File: src/rtl/bbox_pkg.sv
// Shared types and helpers for the per-player bounding-box tracker.
package bbox_pkg;
    localparam int COORD_W     = 11;
    localparam int NUM_PLAYERS = 2;
    localparam int CNT_W       = 16;

    typedef struct packed {
        logic [COORD_W-1:0] left;
        logic [COORD_W-1:0] right;
        logic [COORD_W-1:0] up;
        logic [COORD_W-1:0] down;
    } box_t;

    typedef enum logic [1:0] {CLS_NONE, CLS_P0, CLS_P1} pix_class_t;

    typedef struct packed {
        logic [COORD_W-1:0] min_x;
        logic [COORD_W-1:0] max_x;
        logic [COORD_W-1:0] min_y;
        logic [COORD_W-1:0] max_y;
        logic [CNT_W-1:0]   cnt;
    } acc_t;

    localparam logic [COORD_W-1:0] MIN_EMPTY = '1;
    localparam logic [COORD_W-1:0] MAX_EMPTY = '0;

    function automatic acc_t acc_empty();
        acc_t a;
        a.min_x = MIN_EMPTY;
        a.max_x = MAX_EMPTY;
        a.min_y = MIN_EMPTY;
        a.max_y = MAX_EMPTY;
        a.cnt   = '0;
        return a;
    endfunction

    function automatic acc_t acc_merge(acc_t a, logic [COORD_W-1:0] x, logic [COORD_W-1:0] y);
        acc_t m;
        m = a;
        if (x < a.min_x) m.min_x = x;
        if (x > a.max_x) m.max_x = x;
        if (y < a.min_y) m.min_y = y;
        if (y > a.max_y) m.max_y = y;
        if (a.cnt != '1) m.cnt = a.cnt + 1'b1;
        return m;
    endfunction
endpackage

File: src/rtl/bbox_pixel_classifier.sv
// Stage 1: colour-dominance classification, registered with x/y and frame_end.
module bbox_pixel_classifier
    import bbox_pkg::*;
#(
    parameter int COLOR_THR  = 128,
    parameter int DOM_MARGIN = 32
) (
    input  logic               i_clk,
    input  logic               i_rst_n,
    input  logic               i_enable,
    input  logic               i_pix_valid,
    input  logic [COORD_W-1:0] i_x,
    input  logic [COORD_W-1:0] i_y,
    input  logic [7:0]         i_r,
    input  logic [7:0]         i_g,
    input  logic [7:0]         i_b,
    input  logic               i_frame_end,
    output pix_class_t         o_cls,
    output logic [COORD_W-1:0] o_x,
    output logic [COORD_W-1:0] o_y,
    output logic               o_frame_end
);
    logic [8:0] r9, b9, r_m, g_m, b_m;
    logic       is_red, is_blue;
    pix_class_t cls_n;

    // 9-bit sums so channel + margin can never wrap
    always_comb begin
        r9  = {1'b0, i_r};
        b9  = {1'b0, i_b};
        r_m = {1'b0, i_r} + 9'(DOM_MARGIN);
        g_m = {1'b0, i_g} + 9'(DOM_MARGIN);
        b_m = {1'b0, i_b} + 9'(DOM_MARGIN);
        is_red  = (r9 >= 9'(COLOR_THR)) && (r9 >= g_m) && (r9 >= b_m);
        is_blue = (b9 >= 9'(COLOR_THR)) && (b9 >= g_m) && (b9 >= r_m);
        cls_n = CLS_NONE;
        if (i_pix_valid && i_enable) begin
            if (is_red)       cls_n = CLS_P0;
            else if (is_blue) cls_n = CLS_P1;
        end
    end

    always_ff @(posedge i_clk or negedge i_rst_n) begin
        if (!i_rst_n) begin
            o_cls       <= CLS_NONE;
            o_x         <= '0;
            o_y         <= '0;
            o_frame_end <= 1'b0;
        end else begin
            o_cls       <= cls_n;
            o_x         <= i_x;
            o_y         <= i_y;
            o_frame_end <= i_frame_end;
        end
    end
endmodule

File: src/rtl/bbox_tracker.sv
// Per-player min/max box accumulation with frame close and miss-hold parking.
module bbox_tracker
    import bbox_pkg::*;
#(
    parameter int MIN_PIXELS = 64,
    parameter int MISS_HOLD  = 4,
    parameter int PARK_VAL   = 300,
    parameter int COLOR_THR  = 128,
    parameter int DOM_MARGIN = 32
) (
    input  logic                                  i_clk,
    input  logic                                  i_rst_n,
    input  logic                                  i_enable,
    input  logic                                  i_pix_valid,
    input  logic [COORD_W-1:0]                    i_x,
    input  logic [COORD_W-1:0]                    i_y,
    input  logic [7:0]                            i_r,
    input  logic [7:0]                            i_g,
    input  logic [7:0]                            i_b,
    input  logic                                  i_frame_end,
    output logic [NUM_PLAYERS-1:0][COORD_W-1:0]   o_left,
    output logic [NUM_PLAYERS-1:0][COORD_W-1:0]   o_right,
    output logic [NUM_PLAYERS-1:0][COORD_W-1:0]   o_up,
    output logic [NUM_PLAYERS-1:0][COORD_W-1:0]   o_down,
    output logic [NUM_PLAYERS-1:0]                o_found,
    output logic                                  o_predict_valid
);
    localparam int MISS_W = $clog2(MISS_HOLD + 1);
    localparam logic [COORD_W-1:0] PARK = COORD_W'(PARK_VAL);

    pix_class_t         s1_cls;
    logic [COORD_W-1:0] s1_x, s1_y;
    logic               s1_fe;

    bbox_pixel_classifier #(
        .COLOR_THR  (COLOR_THR),
        .DOM_MARGIN (DOM_MARGIN)
    ) u_cls (
        .i_clk       (i_clk),
        .i_rst_n     (i_rst_n),
        .i_enable    (i_enable),
        .i_pix_valid (i_pix_valid),
        .i_x         (i_x),
        .i_y         (i_y),
        .i_r         (i_r),
        .i_g         (i_g),
        .i_b         (i_b),
        .i_frame_end (i_frame_end),
        .o_cls       (s1_cls),
        .o_x         (s1_x),
        .o_y         (s1_y),
        .o_frame_end (s1_fe)
    );

    for (genvar p = 0; p < NUM_PLAYERS; p++) begin : g_player
        localparam pix_class_t MY_CLS = (p == 0) ? CLS_P0 : CLS_P1;
        acc_t              acc_q, acc_n;
        box_t              box_q;
        logic              found_q;
        logic [MISS_W-1:0] miss_q, miss_inc;

        // The pixel in stage 1 alongside frame_end belongs to the closing frame
        always_comb begin
            acc_n    = (s1_cls == MY_CLS) ? acc_merge(acc_q, s1_x, s1_y) : acc_q;
            miss_inc = (miss_q >= MISS_W'(MISS_HOLD)) ? MISS_W'(MISS_HOLD) : miss_q + 1'b1;
        end

        always_ff @(posedge i_clk or negedge i_rst_n) begin
            if (!i_rst_n) begin
                acc_q   <= acc_empty();
                box_q   <= '{PARK, PARK, PARK, PARK};
                found_q <= 1'b0;
                miss_q  <= MISS_W'(MISS_HOLD);
            end else if (s1_fe) begin
                acc_q <= acc_empty();
                if (acc_n.cnt >= CNT_W'(MIN_PIXELS)) begin
                    box_q   <= '{acc_n.min_x, acc_n.max_x, acc_n.min_y, acc_n.max_y};
                    found_q <= 1'b1;
                    miss_q  <= '0;
                end else begin
                    found_q <= 1'b0;
                    miss_q  <= miss_inc;
                    if (miss_inc >= MISS_W'(MISS_HOLD)) box_q <= '{PARK, PARK, PARK, PARK};
                end
            end else begin
                acc_q <= acc_n;
            end
        end

        assign o_left[p]  = box_q.left;
        assign o_right[p] = box_q.right;
        assign o_up[p]    = box_q.up;
        assign o_down[p]  = box_q.down;
        assign o_found[p] = found_q;
    end

    always_ff @(posedge i_clk or negedge i_rst_n) begin
        if (!i_rst_n) o_predict_valid <= 1'b0;
        else          o_predict_valid <= s1_fe;
    end
endmodule

File: config.mk
export PLATFORM = sky130hd
export DESIGN_NAME = bbox_tracker
export DESIGN_NICKNAME = d
export VERILOG_FILES = /design/src/rtl/bbox_pkg.sv /design/src/rtl/bbox_pixel_classifier.sv /design/src/rtl/bbox_tracker.sv
export SDC_FILE = /design/constraint.sdc
export NUM_CORES = 1
export LEC_CHECK = 0
export CAP_MARGIN = 20
export CORE_UTILIZATION = 48
export CTS_BUF_LIST = sky130_fd_sc_hd__clkbuf_4 sky130_fd_sc_hd__clkbuf_8
export CTS_CLUSTER_SIZE = 25
export DETAILED_ROUTE_END_ITERATION = 6
export PLACE_DENSITY_LB_ADDON = 0.25
export SLEW_MARGIN = 20
export SYNTH_ARGS = -nofsm -noshare
export SYNTH_HDL_FRONTEND = slang
export SYNTH_SLANG_ARGS = --single-unit
File: constraint.sdc
create_clock -name i_clk -period 5.7 [get_ports i_clk]
set_input_delay 1.14 -clock i_clk [delete_from_list [all_inputs] [get_ports i_clk]]
set_output_delay 1.14 -clock i_clk [all_outputs]
set_load 0.1 [all_outputs]
==> results by group <==
Yosys
  • Yosys cell types: 63
  • Post-Synth XOR/XNOR Area: 2.09%
  • Post-synthesis simple-gate area fraction: 12.5%
  • Largest family of logic cells by synthesized area: compound AO/OA/AOI/OAI gates
  • Synthesized area: 13000 sq um
  • Gate Count Post-Synth: 1176
  • Predominant post-synthesis flop cell: dfrtp_1
  • Mux cell area share after synthesis: 7.19%
  • Register area share after synthesis: 47.5%
  • EDFF count, synth: 0
  • Compound-Gate Fraction of Synth Area: 12.9%
  • Yosys reg bits: 242
  • Syn_nets: 1351
  • Warnings from Yosys: 0
  • Async SR Flop Fraction: 100%
  • Area share of fa/ha/maj cells after synthesis: 12.0%
  • Post-synthesis average cell area: 11.0 sq um

GRT
  • First-pass GRT wire length: 48600 um
  • Met3 Resource Use GR: 3.48%
  • Initial antenna violation count: 0
  • Met1 Track Usage GR: 30.4%
  • Gr usage total: 21.7%
  • Vias in the first global route: 9236
  • Largest net degree at the start of global routing: 128
  • M2 GR Usage: 34.9%
  • Gr ovfl total: 0
  • Gr busiest metal: met2

Min path
  • WHS Path Cells: 1
  • Worst hold-check path type: flop to flop

STA
  • Final Setup Violations: 0
  • Worst setup margin: 2.29 ns
  • FMAX: 294 MHz
  • Fin crit share: 59.7%
  • Crit path time final: 3.41 ns
  • Final TNS setup: 0 ns
  • Clock Skews: 0.0221 ns
  • RSZ-0062 raised after global routing: false
  • Relative slew margins: 30.5%
  • Max-slew violations: 0
  • Worst slew pin tran: 1.04 ns
  • Hold Vio Cnt, Final: 0

Clock tree
  • Resize count post-CTS: 0
  • Worst-path clk slew: 0.06 ns
  • Total setup buffers inserted after CTS: 0
  • Clk buf depth: 3
  • TritonCTS buffer count: 40
  • CTS tree: built
  • CTS H-tree depth: 2
  • CTS Sinks: 242
  • CTS Hold Bufs: 0
  • Worst skew pair latency: 0.55 ns
  • Root Buffer: clkbuf_8

Floorplanning
  • Initial Utilization: 49.3%
  • Total I/O pin count: 142
  • Core area: 26300 sq um
  • Die width: 166 um
  • Row count: 59
  • Die Footprint: 27700 sq um
  • Die Y: 166 um

Worst setup path
  • CP Buf/Inv Count: 1
  • WP depth: 1
  • Worst path arrival time: 2.27 ns
  • Setup crit end kind: primary output
  • Largest delay share family, worst path: buffers and inverters
  • CP max FO: 2
  • CP max stage delay: 1.15 ns
  • Crit-path cells: clkdlybuf4s50_1
  • Reg2Reg Depth: 9
  • Crit path launch type: flop
  • Critical path's slowest cell: clkdlybuf4s50_1
  • Worst setup path class: flop to primary output
  • WP data required: 4.56 ns

Power
  • Static Leak: 7.32 nW
  • Worst VDD drop: 0.000188 V
  • Cell Pwr Density: 258 nW/um^2

Layout
  • Final nets: 1496
  • Antenna diodes: 0
  • FILL cells: 2201
  • Layout cells sized above 1: 15.2%
  • Area Growth Syn to Fin: 20.4%

Route
  • Routed len/inst: 17.3 um
  • Remaining routing DRC violations: 8
  • Router iterations before antenna repair: 7
  • Drt total wl: 29100 um
  • DR vias: 9222
  • Number of DRC markers in iteration 0: 453
  • DR vias/cell: 5.46
  • Detail Route Antenna Nets: 0

Status
  • Failing checks: DRC
  • Status: finished with violations

Placed design
  • IO buf count: 141
  • Dpl ws: 2.39 ns
  • Estimated wirelength of the detail-placed design: 20100 um
  • Routability cong.: 0.837

Flow run
  • Max Cap Viol: 0
## where the power goes
| group | switching, W | internal, W | leakage (nW) |
|---|---|---|---|
| logic | 0.000236 | 0.000175 | 3.76 |
| clock network | 0.000718 | 0.00107 | 0.506 |
| registers | 0.0000593 | 0.00176 | 3.05 |
| total | 0.00101 | 0.00301 | 7.32 |
## cells in the final DEF, fill, tap and decap left out, types with 4 or more instances in the layout
| cell | n |
|---|---|
| a211o_1 | 8 |
| a211oi_1 | 10 |
| a21o_1 | 12 |
| a21oi_1 | 30 |
| a2bb2oi_1 | 32 |
| a31oi_1 | 6 |
| and2_1 | 4 |
| and3_1 | 12 |
| buf_4 | 11 |
| bufinv_16 | 4 |
| clkbuf_4 | 9 |
| clkbuf_8 | 52 |
| clkdlybuf4s50_1 | 140 |
| clkinv_2 | 6 |
| dfrtp_1 | 163 |
| dfstp_2 | 78 |
| ha_1 | 124 |
| inv_1 | 118 |
| mux2i_1 | 92 |
| nand2_1 | 33 |
| nand2b_1 | 55 |
| nand3_1 | 20 |
| nand4_1 | 15 |
| nor2_1 | 106 |
| nor3_1 | 17 |
| nor4_1 | 16 |
| o211ai_1 | 4 |
| o21ai_0 | 26 |
| o22ai_1 | 4 |
| o2bb2ai_1 | 42 |
| o2bb2ai_2 | 14 |
| or4_1 | 4 |
| xnor2_1 | 21 |
| xor2_1 | 10 |
## Yosys cell counts, types with 10 or more instances
| cell | n | area, sq um |
|---|---|---|
| nand2b_1 | 55 | 344 |
| xnor2_1 | 21 | 184 |
| a211oi_1 | 14 | 105 |
| and3_1 | 12 | 75.1 |
| nand2_1 | 34 | 128 |
| a2bb2oi_1 | 32 | 280 |
| inv_1 | 118 | 443 |
| nand4_1 | 15 | 93.8 |
| a21oi_1 | 30 | 150 |
| ha_1 | 124 | 1550 |
| nand3_1 | 20 | 100 |
| o2bb2ai_1 | 42 | 368 |
| o21ai_0 | 26 | 130 |
| dfrtp_1 | 164 | 4100 |
| a21o_1 | 12 | 90.1 |
| nor4_1 | 16 | 100 |
| mux2i_1 | 92 | 921 |
| dfstp_2 | 78 | 2050 |
| o2bb2ai_2 | 14 | 210 |
| nor2_1 | 106 | 398 |
| clkbuf_1 | 20 | 75.1 |
| xor2_1 | 10 | 87.6 |
| nor3_1 | 21 | 105 |
## metal layers
layer  routed length [um]  up-vias  share of wire [%]
li1                     -     4447                  -
met1                13900     4518                 48
met2                13400      209                 46
met3                 1330       48                4.6
met4                  566        0                1.9
met5                    0        -                  0
## logic make-up (layout without fill, tap and decap cells)
logic type | after synthesis | count (layout)
muxes | 93 | 93
AOI/OAI and AO/OA | 209 | 209
xor gates and xnor gates | 31 | 31
and+or+nand+nor | 309 | 309
buffers and inverters | 168 | 345
adders and majority gates | 124 | 124
DFF | 242 | 242
## state kept, by name, summed over array words and instances, names as in the netlist
name / count
o_up: 22
o_right: 22
o_left: 22
o_predict_valid: 1
u_cls.o_y: 11
g_player.miss_q: 6
g_player.acc_q: 120
u_cls.o_x: 11
u_cls.o_cls: 2
o_down: 22
u_cls.o_frame_end: 1
g_player.found_q: 2
## final timing paths
kind                                                to                            from  slack (ns)
max reg2reg                     o_down[15]$_DFFE_PN0P_  g_player[1].acc_q[0]$_DFF_PN0_        2.38
min                             o_down[20]$_DFFE_PN0P_          o_down[20]$_DFFE_PN0P_        0.49
max in group asynchronous  u_cls.o_frame_end$_DFF_PN0_                         i_rst_n        3.79
max                                           o_up[19]            o_up[19]$_DFFE_PN1P_        2.29
min in group asynchronous        o_left[4]$_DFFE_PN0P_                         i_rst_n        0.64
min reg2reg                     o_down[20]$_DFFE_PN0P_          o_down[20]$_DFFE_PN0P_        0.49
## per-stage QoR
step	power [W]	instance area, sq um	std cells	hold WS, ns	utilization (%)
after floorplan	0.00211	13000	1176	0.431	-
after global placement	0.00225	14600	1614	0.475	55.6
after detailed placement	0.00226	14600	1614	0.474	55.6
after CTS	0.00406	15600	1688	0.495	59.3
after global routing	0.00419	15600	1688	0.511	59.4
final	0.00402	15600	1688	0.490	59.4
## cell type report
type | count | area, sq um | area share [%]
sequential | 242 | 6160 | 39.5
tap | 335 | 419 | 2.69
clock inverter | 13 | 178 | 1.14
clock buffer | 61 | 783 | 5.02
multi-input combinational | 766 | 6100 | 39.1
inverter | 118 | 443 | 2.84
timing repair buffer | 153 | 1520 | 9.74
Power figures use the tool's default switching activity.
